[src/rtl/load_store_unit_pkg.sv]
// Shared definitions for the load/store unit: funct3 codes, FSM states and
// request legality helpers used at accept time.
package load_store_unit_pkg;

    localparam logic [2:0] F3_B  = 3'b000;
    localparam logic [2:0] F3_H  = 3'b001;
    localparam logic [2:0] F3_W  = 3'b010;
    localparam logic [2:0] F3_BU = 3'b100;
    localparam logic [2:0] F3_HU = 3'b101;

    typedef enum logic [2:0] {
        IDLE   = 3'd0,
        LOAD   = 3'd1,
        STORE  = 3'd2,
        RMW_RD = 3'd3,
        RMW_WR = 3'd4,
        RESP   = 3'd5
    } state_t;

    // 011/11x are never legal; unsigned sizes make no sense for stores.
    function automatic logic f3_illegal(input logic [2:0] f3, input logic we);
        return (f3 == 3'b011) || (f3[2:1] == 2'b11) || (we && f3[2]);
    endfunction

    // Halves need addr[0]=0, words need addr[1:0]=0.
    function automatic logic f3_misaligned(input logic [2:0] f3, input logic [1:0] lo);
        return ((f3 == F3_H || f3 == F3_HU) && lo[0]) || ((f3 == F3_W) && (lo != 2'b00));
    endfunction

endpackage

[src/rtl/lsu_align.sv]
// Byte-lane steering between a RAM word and the pipeline.
// Ports: funct3/addr_lo select the lane; mem_word is the RAM word; wdata is
// store data. load_data_c is the extended load result, store_word_c is
// mem_word with the store lane(s) replaced (or wdata for a full word).
module lsu_align
    import load_store_unit_pkg::*;
(
    input  logic [2:0]  funct3,
    input  logic [1:0]  addr_lo,
    input  logic [31:0] mem_word,
    input  logic [31:0] wdata,
    output logic [31:0] load_data_c,
    output logic [31:0] store_word_c
);

    logic [7:0]  byte_sel;
    logic [15:0] half_sel;

    // Lane selection for loads.
    always_comb begin
        byte_sel = mem_word[7:0];
        case (addr_lo)
            2'd1:    byte_sel = mem_word[15:8];
            2'd2:    byte_sel = mem_word[23:16];
            2'd3:    byte_sel = mem_word[31:24];
            default: byte_sel = mem_word[7:0];
        endcase
        half_sel = addr_lo[1] ? mem_word[31:16] : mem_word[15:0];
    end

    // Sign/zero extension of the selected lane.
    always_comb begin
        case (funct3)
            F3_B:    load_data_c = {{24{byte_sel[7]}}, byte_sel};
            F3_BU:   load_data_c = {24'd0, byte_sel};
            F3_H:    load_data_c = {{16{half_sel[15]}}, half_sel};
            F3_HU:   load_data_c = {16'd0, half_sel};
            default: load_data_c = mem_word;
        endcase
    end

    // Merge of store data into the word read back from RAM.
    always_comb begin
        store_word_c = wdata;
        case (funct3)
            F3_B: begin
                store_word_c = mem_word;
                case (addr_lo)
                    2'd1:    store_word_c[15:8]  = wdata[7:0];
                    2'd2:    store_word_c[23:16] = wdata[7:0];
                    2'd3:    store_word_c[31:24] = wdata[7:0];
                    default: store_word_c[7:0]   = wdata[7:0];
                endcase
            end
            F3_H: begin
                store_word_c = mem_word;
                if (addr_lo[1]) store_word_c[31:16] = wdata[15:0];
                else            store_word_c[15:0]  = wdata[15:0];
            end
            default: store_word_c = wdata;
        endcase
    end

endmodule

[src/rtl/load_store_unit.sv]
// MEM-stage load/store unit driving a word-organised RAM.
// Ports: req_* is the pipeline request (valid/ready handshake), resp_* the
// one-cycle completion (data, error), mem_* the RAM initiator interface with
// combinational read data mem_dout. Sub-word stores are read-modify-write.
module load_store_unit
    import load_store_unit_pkg::*;
#(
    parameter int unsigned MEM_WORDS   = 256,
    parameter int unsigned CHECK_RANGE = 1
) (
    input  logic        clk,
    input  logic        rst,
    input  logic        req_valid,
    output logic        req_ready,
    input  logic        req_we,
    input  logic [2:0]  req_funct3,
    input  logic [31:0] req_addr,
    input  logic [31:0] req_wdata,
    output logic        resp_valid,
    output logic [31:0] resp_rdata,
    output logic        resp_err,
    output logic        mem_we,
    output logic [31:0] mem_addr,
    output logic [31:0] mem_din,
    input  logic [31:0] mem_dout
);

    localparam int unsigned MEM_BYTES = MEM_WORDS * 4;

    state_t      state;
    logic [31:0] addr_q;
    logic [31:0] data_q;   // store data, replaced by the merged word in RMW_RD
    logic [2:0]  f3_q;
    logic        range_err_c;
    logic        req_err_c;
    logic [31:0] load_data_c;
    logic [31:0] store_word_c;

    // Full 33-bit compare so high addresses cannot alias into the RAM.
    assign range_err_c = (CHECK_RANGE != 0) && ({1'b0, req_addr} >= 33'(MEM_BYTES));
    assign req_err_c   = range_err_c
                       || f3_illegal(req_funct3, req_we)
                       || f3_misaligned(req_funct3, req_addr[1:0]);

    assign req_ready = (state == IDLE);
    assign mem_we    = ((state == STORE) || (state == RMW_WR)) && !rst;
    assign mem_addr  = {addr_q[31:2], 2'b00};
    assign mem_din   = data_q;

    lsu_align u_align (
        .funct3       (f3_q),
        .addr_lo      (addr_q[1:0]),
        .mem_word     (mem_dout),
        .wdata        (data_q),
        .load_data_c  (load_data_c),
        .store_word_c (store_word_c)
    );

    // The response is registered on the edge leaving the last busy state, so
    // it is visible while the FSM is already back in IDLE and can accept.
    always_ff @(posedge clk) begin
        if (rst) begin
            state      <= IDLE;
            resp_valid <= 1'b0;
            resp_rdata <= 32'd0;
            resp_err   <= 1'b0;
            addr_q     <= 32'd0;
            data_q     <= 32'd0;
            f3_q       <= 3'd0;
        end else begin
            resp_valid <= 1'b0;
            resp_rdata <= 32'd0;
            resp_err   <= 1'b0;
            case (state)
                IDLE: begin
                    if (req_valid) begin
                        addr_q <= req_addr;
                        data_q <= req_wdata;
                        f3_q   <= req_funct3;
                        if (req_err_c)              state <= RESP;
                        else if (!req_we)           state <= LOAD;
                        else if (req_funct3 == F3_W) state <= STORE;
                        else                        state <= RMW_RD;
                    end
                end
                LOAD: begin
                    resp_valid <= 1'b1;
                    resp_rdata <= load_data_c;
                    state      <= IDLE;
                end
                STORE: begin
                    resp_valid <= 1'b1;
                    state      <= IDLE;
                end
                RMW_RD: begin
                    data_q <= store_word_c;
                    state  <= RMW_WR;
                end
                RMW_WR: begin
                    resp_valid <= 1'b1;
                    state      <= IDLE;
                end
                RESP: begin
                    resp_valid <= 1'b1;
                    resp_err   <= 1'b1;
                    state      <= IDLE;
                end
                default: state <= IDLE;
            endcase
        end
    end

endmodule

[config.mk]
export PLATFORM = sky130hd
export DESIGN_NAME = load_store_unit
export DESIGN_NICKNAME = d
export VERILOG_FILES = /design/src/rtl/load_store_unit_pkg.sv /design/src/rtl/lsu_align.sv /design/src/rtl/load_store_unit.sv
export SDC_FILE = /design/constraint.sdc
export NUM_CORES = 1
export LEC_CHECK = 0
export CAP_MARGIN = 20
export CELL_PAD_IN_SITES_DETAIL_PLACEMENT = 0
export CELL_PAD_IN_SITES_GLOBAL_PLACEMENT = 1
export CORE_ASPECT_RATIO = 1.1
export CORE_MARGIN = 2
export CORE_UTILIZATION = 34
export DETAILED_ROUTE_END_ITERATION = 7
export GPL_ROUTABILITY_DRIVEN = 0
export PLACE_DENSITY_LB_ADDON = 0.1
export SYNTH_ARGS = -nofsm -noshare
export SYNTH_HDL_FRONTEND = slang
export SYNTH_SLANG_ARGS = --single-unit
export TNS_END_PERCENT = 1
[constraint.sdc]
create_clock -name clk -period 3.33 [get_ports clk]
set_input_delay 0.666 -clock clk [delete_from_list [all_inputs] [get_ports clk]]
set_output_delay 0.666 -clock clk [all_outputs]
set_load 0.02 [all_outputs]
==> reports/metrics.cfg <==
[status]
status=finished, final reports clean

[drt]
wl_per_cell_um=17.9
drcViolationCount=0
wirelength_um=17800
ant_nets=0
drtPass1Iterations=5
vias_per_cell=5.28
first_iter_violations=360
dr_total_vias=5218

[pwr]
p_per_area_mw_per_mm2=427
p_sw_mw=0.896
power.total_mw=3.16
p_comb_share_pct=21.5
p_leak_nw=2.64
seqPwrFrac_pct=43.2
peakVddDrop_uv=224
pwr-share-clk_pct=35.3
sw_frac_of_total_pct=28.4
internal-power_mw=2.26

[clock_network]
cts_max_path_buffers=2
clock-sinks=104
htree_levels=3
ctsHoldBuffers=0
insertion_delay_ps=350
cts_tree=built
cts_root_buffer=clkbuf_16
ctsResizeCount=0
numCtsBuffers=9
cts_setup_buffers=0
clkTransAtPathRegs_ps=70

[layout]
n_antenna_cell=0
synthToLayoutAreaGrowth_pct=43.1
final_nets=891
layout-drive-gt1-share_pct=5.80
final_area_mm2=0.00739

[worst_hold_path]
min_path_type=reg -> reg
worstHoldStart=addr_q[7]
hold_end=addr_q[7]
min_path_cells=2

[global_routing]
grt_pass1_wl_um=27100
grt_max_degree=56
antenna_found_initial=0
track_usage_pct=21.6
grt_overflow=0
grt_pass1_vias=5022

[die]
start_util_pct=34.6
dieArea_mm2=0.0162
coreArea_mm2=0.0149
die_w_um=122
ioPinCount=203
rows=47
die_height_um=133

[critical_path]
crit_required_ps=2660
cp_max_fo=12
reg2reg_setup_slack_ps=1210
crit_type=reg -> out
reg2reg_depth=6
arrival_ps=2030
start_kind=flip-flop
crit_path_end_kind=output port
rr_startpoint=f3_q[1]
r2r_end=mem_din[27]

[sta]
fmax_ghz=0.371
fin_setup_tns_ps=0
final_hold_viol_count=0
setup_viol=0
layout_min_cycle_time_ps=2700
drv_slew=0
rsz0062_at_grt=false
slew_headroom_pct=51.1
finalClockSkew_ps=6.80
tightest_slew_ps=734
fin_crit_sh_pct=81.0

[yosys]
yosys_warnings=0
syn_area_per_cell_um2=8.02
synth_flop_cell=dfxtp_1
yosys.cell_types.count=51
ys_ff_latch=104
ys_async_sr_fraction_pct=0
synth_enable_flop_cells=0
synth_cells=644
synth_area_leaders=dfxtp_1 40%, nand2_1 9.1%, a21oi_1 6.8%, mux2i_1 4.8%, buf_4 4.8%
yosysTopAreaCellShare_pct=40.3
synth_common_cells=125 x nand2_1, 104 x dfxtp_1, 70 x a21oi_1
seq_area_frac_synth_pct=40.3
yosysMostFrequentCell=nand2_1
yosys.area.top_type=dfxtp_1
netlist_area_mm2=0.00516

[flow_run]
cap_viol_max_count=0

[placed_design]
post-dp-hpwl_um=13200
numPortBuffers=200
dpl-instance-area_mm2=0.00708

layer usage:
layer	global-route usage [%]	part of all wire, %	vias to the layer above
met5	0	0	-
met1	26.8	41	2466
li1	-	-	2526
met2	36.5	49	200
met4	8.88	2.8	0
met3	4.41	6.8	26
power by group through the flow:
stage          Clock [mW]  Combinational, mW  Sequential [mW]
2_1_floorplan           0              0.322             1.42
3_5_place_dp            0              0.678             1.39
4_1_cts              1.14              0.682             1.36
5_1_grt              1.19              0.730             1.37
6_report             1.12              0.679             1.36
3_3_place_gp            0              0.670             1.39
kinds of logic after synthesis:
kind of cell | count (synthesis) | synth area share (%)
other | 1 | 0.0726
XOR/XNOR | 1 | 0.170
buffers and inverters | 103 | 10.2
AND/OR/NAND/NOR | 225 | 20.3
flip-flops | 104 | 40.3
AO/OA/AOI/OAI | 184 | 23.9
multiplexers | 26 | 5.06
final cells by class:
type | count | area (µm²)
sequential | 104 | 2080
inverter | 19 | 71.3
tap | 196 | 245
fill | 1514 | 7550
timing repair buffer | 216 | 2120
multi-input combinational | 438 | 2560
clock buffer | 12 | 256
clock inverter | 4 | 52.6
flip-flops by register name (all words and copies together), names as in the netlist:
signal / count
mem_din: 32
state: 3
resp_rdata: 32
resp_valid: 1
f3_q: 3
addr_q: 32
resp_err: 1
placed cells by master, fill, tap and decap left out, types with 8 or more instances in the layout:
cell type	n
o21ai_0	15
clkbuf_16	9
o21a_1	9
a211o_1	8
a221oi_1	8
nand3_1	9
o32ai_1	8
nor2_1	37
nand2b_1	12
a21oi_1	70
nand2_1	125
clkdlybuf4s50_1	199
o41ai_1	8
buf_4	16
inv_1	18
a211oi_1	25
or3_1	9
a32o_1	8
dfxtp_1	103
mux2i_1	25
nand3b_1	10
worst max-delay path, cell delays in order, from the launching register on:
cell	delay, ps
dfxtp_1	440
nor3_1	510
clkdlybuf4s50_1	730
worst max-delay path by stage:
| stage | start | to | slack, ps | cells after the start |
|---|---|---|---|---|
| 2_1_floorplan | rst | mem_we | 1120 | 3 |
| 3_3_place_gp | req_valid | f3_q[2] | 740 | 4 |
| 3_5_place_dp | req_valid | mem_din[24] | 700 | 5 |
| 4_1_cts | state[0] | req_ready | 630 | 2 |
| 5_1_grt | state[0] | req_ready | 560 | 2 |
| 6_report | state[0] | req_ready | 630 | 2 |
per-stage QoR:
step                      hold slack (ps)  cells  util [%]  setup slack, ps
after floorplan                       437    645         -             1120
after global placement                442    973      47.4              737
after detailed placement              446    973      47.4              704
after CTS                             456    989      49.5              626
after global routing                  475    989      49.5              555
final                                 455    989      49.5              634
No activity file was read; power rests on OpenSTA's default activity.
